===== config.mk =====
export PLATFORM = sky130hd
export DESIGN_NAME = fifo_param_flat
export DESIGN_NICKNAME = d
export VERILOG_FILES = /design/src/rtl/fifo_pkg.sv /design/src/rtl/fifo_param_if.sv /design/src/rtl/fifo_param_memoria_dp.sv /design/src/rtl/fifo_param.sv /design/src/flat_wrapper.sv
export SDC_FILE = /design/constraint.sdc
export NUM_CORES = 1
export LEC_CHECK = 0
export ABC_AREA = 1
export CAP_MARGIN = 10
export CORE_MARGIN = 5
export CORE_UTILIZATION = 33
export DETAILED_ROUTE_END_ITERATION = 10
export PLACE_DENSITY = 0.51
export SYNTH_ARGS = -nofsm -noshare
export SYNTH_HDL_FRONTEND = slang
export SYNTH_SLANG_ARGS = --single-unit

===== constraint.sdc =====
create_clock -name clk -period 1.5 [get_ports clk]
set_input_delay 0.15 -clock clk [delete_from_list [all_inputs] [get_ports clk]]
set_output_delay 0.15 -clock clk [all_outputs]
set_load 0.01 [all_outputs]

===== src/rtl/fifo_pkg.sv =====
// Shared constants and helpers for the parametrised FIFO.
// Provides the width function and default geometry.
package fifo_pkg;

    function automatic int clog2(input int v);
        int r;
        r = 0;
        for (int i = 0; i < 32; i++)
            if ((1 << r) < v)
                r++;
        return r;
    endfunction

    localparam int DEF_BITNUMBER = 10;
    localparam int DEF_LENGTH    = 8;
    localparam int DEF_CNT_W     = clog2(DEF_LENGTH) + 1;

endpackage


===== src/rtl/fifo_param_if.sv =====
// Strobe, data and status bundle between the FIFO and its clients.
// master = producer/consumer side, slave = FIFO side.
interface fifo_param_if
    import fifo_pkg::*;
#(
    parameter int BITNUMBER = DEF_BITNUMBER,
    parameter int LENGTH    = DEF_LENGTH
) ();

    localparam int CW = clog2(LENGTH) + 1;

    logic                 write;
    logic                 read;
    logic [BITNUMBER-1:0] data_in;
    logic [BITNUMBER-1:0] data_out;
    logic                 valid_out;
    logic                 full;
    logic                 empty;
    logic                 almost_full;
    logic                 almost_empty;
    logic [CW-1:0]        fifo_count;
    logic                 overflow;
    logic                 underflow;

    modport master (
        output write, read, data_in,
        input  data_out, valid_out, full, empty,
        input  almost_full, almost_empty,
        input  fifo_count, overflow, underflow
    );

    modport slave (
        input  write, read, data_in,
        output data_out, valid_out, full, empty,
        output almost_full, almost_empty,
        output fifo_count, overflow, underflow
    );

endinterface


===== src/rtl/fifo_param_memoria_dp.sv =====
// Dual-port storage: synchronous write port, combinational read port.
// Contents are never reset.
module memoria_dp
    import fifo_pkg::*;
#(
    parameter int BITNUMBER = DEF_BITNUMBER,
    parameter int LENGTH    = DEF_LENGTH,
    localparam int PW       = clog2(LENGTH)
) (
    input  logic                 clk,
    input  logic                 write,
    input  logic [PW-1:0]        ptr_write,
    input  logic [BITNUMBER-1:0] data_in,
    input  logic [PW-1:0]        ptr_read,
    output logic [BITNUMBER-1:0] rd_data
);

    logic [BITNUMBER-1:0] mem [LENGTH];

    always_ff @(posedge clk) begin
        if (write)
            mem[ptr_write] <= data_in;
    end

    assign rd_data = mem[ptr_read];

endmodule


===== src/rtl/fifo_param.sv =====
// Parametrised synchronous FIFO with registered status flags.
// FIFO_FWFT_EN selects first-word-fall-through output.
module fifo_param
    import fifo_pkg::*;
#(
    parameter int BITNUMBER       = DEF_BITNUMBER,
    parameter int LENGTH          = DEF_LENGTH,
    parameter int ALMOST_FULL_TH  = 6,
    parameter int ALMOST_EMPTY_TH = 2
) (
    input  logic clk,
    input  logic reset,
    fifo_param_if.slave bus
);

    localparam int PW = clog2(LENGTH);
    localparam int CW = PW + 1;

    localparam logic [CW-1:0] CNT_MAX = CW'(LENGTH);
    localparam logic [CW-1:0] AF_TH   = CW'(ALMOST_FULL_TH);
    localparam logic [CW-1:0] AE_TH   = CW'(ALMOST_EMPTY_TH);

    logic [PW-1:0]        wr_ptr;
    logic [PW-1:0]        rd_ptr;
    logic [CW-1:0]        count_q;
    logic [CW-1:0]        count_nxt;
    logic                 full_q;
    logic                 empty_q;
    logic                 af_q;
    logic                 ae_q;
    logic                 ovf_q;
    logic                 udf_q;
    logic                 rd_acc;
    logic                 wr_acc;
    logic [BITNUMBER-1:0] rd_data;

    // A write into a full FIFO is accepted only when a read frees a slot.
    always_comb begin
        rd_acc    = bus.read && !empty_q;
        wr_acc    = bus.write && (!full_q || rd_acc);
        count_nxt = count_q;
        if (wr_acc && !rd_acc)
            count_nxt = count_q + CW'(1);
        else if (rd_acc && !wr_acc)
            count_nxt = count_q - CW'(1);
    end

    always_ff @(posedge clk or posedge reset) begin
        if (reset) begin
            wr_ptr  <= '0;
            rd_ptr  <= '0;
            count_q <= '0;
            full_q  <= 1'b0;
            empty_q <= 1'b1;
            af_q    <= 1'b0;
            ae_q    <= 1'b1;
            ovf_q   <= 1'b0;
            udf_q   <= 1'b0;
        end else begin
            if (wr_acc)
                wr_ptr <= wr_ptr + PW'(1);
            if (rd_acc)
                rd_ptr <= rd_ptr + PW'(1);
            count_q <= count_nxt;
            full_q  <= (count_nxt == CNT_MAX);
            empty_q <= (count_nxt == '0);
            af_q    <= (count_nxt >= AF_TH);
            ae_q    <= (count_nxt <= AE_TH);
            ovf_q   <= bus.write && !wr_acc;
            udf_q   <= bus.read && !rd_acc;
        end
    end

    memoria_dp #(
        .BITNUMBER (BITNUMBER),
        .LENGTH    (LENGTH)
    ) u_mem (
        .clk       (clk),
        .write     (wr_acc),
        .ptr_write (wr_ptr),
        .data_in   (bus.data_in),
        .ptr_read  (rd_ptr),
        .rd_data   (rd_data)
    );

`ifdef FIFO_FWFT_EN
    assign bus.data_out  = rd_data;
    assign bus.valid_out = !empty_q;
`else
    logic [BITNUMBER-1:0] dout_q;
    logic                 vout_q;

    // Read port sees the pre-edge word, so a full-FIFO
    // read+write on one address returns the old data.
    always_ff @(posedge clk or posedge reset) begin
        if (reset) begin
            dout_q <= '0;
            vout_q <= 1'b0;
        end else begin
            if (rd_acc)
                dout_q <= rd_data;
            vout_q <= rd_acc;
        end
    end

    assign bus.data_out  = dout_q;
    assign bus.valid_out = vout_q;
`endif

    assign bus.full         = full_q;
    assign bus.empty        = empty_q;
    assign bus.almost_full  = af_q;
    assign bus.almost_empty = ae_q;
    assign bus.fifo_count   = count_q;
    assign bus.overflow     = ovf_q;
    assign bus.underflow    = udf_q;

endmodule


===== src/flat_wrapper.sv =====
// flat-port wrapper written by rule: the top's interface ports become plain ports
module fifo_param_flat import fifo_pkg::*;
#(
    parameter int BITNUMBER       = DEF_BITNUMBER,
    parameter int LENGTH          = DEF_LENGTH,
    parameter int ALMOST_FULL_TH  = 6,
    parameter int ALMOST_EMPTY_TH = 2
)
  (clk, reset, bus_write, bus_read, bus_data_in, bus_data_out, bus_valid_out, bus_full, bus_empty, bus_almost_full, bus_almost_empty, bus_fifo_count, bus_overflow, bus_underflow);
  fifo_param_if #(.BITNUMBER(BITNUMBER), .LENGTH(LENGTH)) bus_i ();
  input  logic clk;
  input  logic reset;
  input wire logic [$bits(bus_i.write)-1:0] bus_write;
  input wire logic [$bits(bus_i.read)-1:0] bus_read;
  input wire logic [$bits(bus_i.data_in)-1:0] bus_data_in;
  output wire logic [$bits(bus_i.data_out)-1:0] bus_data_out;
  output wire logic [$bits(bus_i.valid_out)-1:0] bus_valid_out;
  output wire logic [$bits(bus_i.full)-1:0] bus_full;
  output wire logic [$bits(bus_i.empty)-1:0] bus_empty;
  output wire logic [$bits(bus_i.almost_full)-1:0] bus_almost_full;
  output wire logic [$bits(bus_i.almost_empty)-1:0] bus_almost_empty;
  output wire logic [$bits(bus_i.fifo_count)-1:0] bus_fifo_count;
  output wire logic [$bits(bus_i.overflow)-1:0] bus_overflow;
  output wire logic [$bits(bus_i.underflow)-1:0] bus_underflow;
  assign bus_i.write = bus_write;
  assign bus_i.read = bus_read;
  assign bus_i.data_in = bus_data_in;
  assign bus_data_out = bus_i.data_out;
  assign bus_valid_out = bus_i.valid_out;
  assign bus_full = bus_i.full;
  assign bus_empty = bus_i.empty;
  assign bus_almost_full = bus_i.almost_full;
  assign bus_almost_empty = bus_i.almost_empty;
  assign bus_fifo_count = bus_i.fifo_count;
  assign bus_overflow = bus_i.overflow;
  assign bus_underflow = bus_i.underflow;
  fifo_param #(.BITNUMBER(BITNUMBER), .LENGTH(LENGTH), .ALMOST_FULL_TH(ALMOST_FULL_TH), .ALMOST_EMPTY_TH(ALMOST_EMPTY_TH)) u_core (.clk(clk), .reset(reset), .bus(bus_i));
endmodule

==> reports/metrics.csv <==
metric;value;unit
status;finished with violations;
violations;negative setup slack;
fill_cells;1254;
switching_share;34.5;%
synth_common_cells;edfxtp_1, nand2_1, inv_1;
clkPwrFrac;23.3;%
hold_class;in -> async;
critPathLaunchType;flop;
yosys_warnings;0;
rsz0062_at_grt;yes;
via_count;2897;
n_antenna_cell;0;
clkSinkCount;107;
synth-seq-cells;107;
drc;0;
grt_pass1_wl;15100;um
ant_nets;0;
seqPwrFrac;38.7;%
track_usage;12.7;%
synth_edf_count;80;
start_util;33.8;%
yosys.area.top_type;edfxtp_1;
antenna_found_initial;0;
finalNonFillerCells;626;
setup_ws;-33.2;ps
die_width;126;um
gp_congestion;0.813;
cts_buffers;9;
slew_viol_final;0;
cts_hold_buf;0;
first_pass_iters;4;
pre_cts_ws;-252;ps
syn_area_per_cell;11.4;um^2
cts-root-buf;clkbuf_16;
crit_arrival;1640;ps
cellLeakagePower;2.26;nW
critPathKind;reg -> reg;
hold_viol_final;0;
yosys.cell_count.top_type;edfxtp_1;
area_delta_synth_final;26.0;%
die_area;16000;um^2
cp-end-kind;flop;
maxCapViolations;0;
worst_pin_slew;451;ps
grt_pass1_vias;2744;
fin_crit;1530;ps
cp_max_fo;10;
dieHeight;126;um
core;13200;um^2
drt-initial-drc-count;215;
cts_tree;done;
p_per_area;1910;nW/um^2
ys.flop_type;edfxtp_1;
grt_max_degree;58;
drt-total-wl;9800;um
setup_viol;40;
internal_power;0.00707;W
p_sw;0.00372;W
cts_buffer_depth;2;
ys_seq_area_share;68.9;%
clock_skew;5.90;ps
final_area;5640;um^2
placed_cell_area;5200;um^2
max_freq;652;MHz
syn_nets;411;
drive_gt1_share;14.7;%
synthTopCellsByArea;edfxtp_1, dfrtp_1, nand2_1;
clk_latency;340;ps
crit_required;1610;ps
async_flop_share;25.2;%
p_total;0.0108;W
max_slew_margin;69.8;%
htree_levels;3;
syn-instance-count;393;
synth.distinct_cells;27;
fp-row-count;42;
avgViaCountPerCell;4.63;
min_period_over_period;102;%
placedCellCount;607;
yosysTopAreaCellShare;53.7;%
wl_per_cell;15.7;um
clk_transition_reported_paths;70;ps
pwr-share-comb;38.0;%
peakVddDrop;0.876;mV
dp_hpwl;6830;um
synth_area;4470;um^2
gr-total-overflow;0;
portBuffers;34;
fin_nets;463;
pin_count;35;
-- cells in the final DEF (no fill, tap or decap), drive strengths merged, types with 2 or more instances in the layout --
cell type,netlist,final
edfxtp,80,80
nand2,74,74
inv,61,62
nand3,42,42
clkdlybuf4s50,0,29
dfrtp,25,25
o21ai,24,24
buf,13,24
a21oi,20,20
o211ai,20,20
nor2,13,14
clkbuf,5,11
xor2,4,4
ha,4,4
dlygate4sd2,0,4
xnor2,2,2
nor3,2,2
clkinvlp,0,2
bufinv,0,2
dfstp,2,2
-- path summary, 6_finish.rpt --
| check | startpoint | to | slack [ps] | depth (start not counted) |
|---|---|---|---|---|
| worst max-delay path | u_core.bus.empty | u_core.u_mem.mem[2][7] | -30 | 7 |
| worst min-delay path | reset | u_core.bus.data_out[0] | 180 | 3 |
| worst max register to register | u_core.bus.empty | u_core.u_mem.mem[2][7] | -30 | 7 |
| worst min register to register | u_core.bus.data_out[4] | u_core.bus.data_out[4] | 480 | 2 |
| max in group asynchronous | reset | u_core.bus.almost_empty | 1000 | 3 |
| min in group clk | u_core.bus.data_out[4] | u_core.bus.data_out[4] | 480 | 2 |
-- layer usage --
layer  track usage [%]  routed length, um
met5                 0                  0
met4              3.79                127
met3              3.24                607
met2              22.9               5060
met1              14.9               4010
-- cell type report --
class | instances | area, um^2 | share of cell area (%)
multi-input cells | 207 | 1140 | 20.3
clock inverters | 5 | 83.8 | 1.49
repair buffers | 58 | 628 | 11.1
inverters | 62 | 235 | 4.17
clock buffers | 11 | 243 | 4.31
well taps | 176 | 220 | 3.91
flip-flops and latches | 107 | 3080 | 54.7
-- power by group through the flow --
stage / registers [W] / clock network [W] / logic, W
2_1_floorplan: 0.00429 / 0 / 0.00225
3_3_place_gp: 0.00424 / 0 / 0.00392
3_5_place_dp: 0.00424 / 0 / 0.00394
4_1_cts: 0.00419 / 0.00257 / 0.00400
5_1_grt: 0.00424 / 0.00272 / 0.00456
6_report: 0.00418 / 0.00251 / 0.00410
-- metrics by stage --
| stage | TNS [ps] | hold WS (ps) | util, % |
|---|---|---|---|
| 2_1_floorplan | -9990 | 201 | - |
| 3_3_place_gp | -19430 | 462 | 39.3 |
| 3_5_place_dp | -19430 | 469 | 39.3 |
| 4_1_cts | -2280 | 193 | 41.9 |
| 5_1_grt | -6510 | 224 | 42.6 |
| 6_report | -1140 | 184 | 42.6 |
-- critical path: stages (launching register included) --
cell	delay [ps]
dfstp_2	540
inv_2	50
nand2_4	70
inv_4	40
o21ai_4	170
or2_4	220
nor2_2	60
buf_12	140
-- state kept, by name (all words and copies together) (netlist names), 3 cells and up --
register and count:
u_core.rd_ptr 3, u_core.wr_ptr 3, u_core.bus.data_out 10, u_core.u_mem.mem 80, u_core.bus.fifo_count 4
-- cell families after synthesis --
group	share of synthesized area [%]
simple gates	13.3
flops	68.9
buf+inv	7.13
compound gates	8.37
xor+xnor	1.18
fa+ha+maj	1.12
-- what timing repair did --
item                                    4_1_cts  5_1_grt
endpoints found under the setup margin       88       80
gates resized for setup                      20        8
pin swaps                                     2        6
setup buffers                                 5        4
cloned                                        0        1
Power figures use the tool's default switching activity.
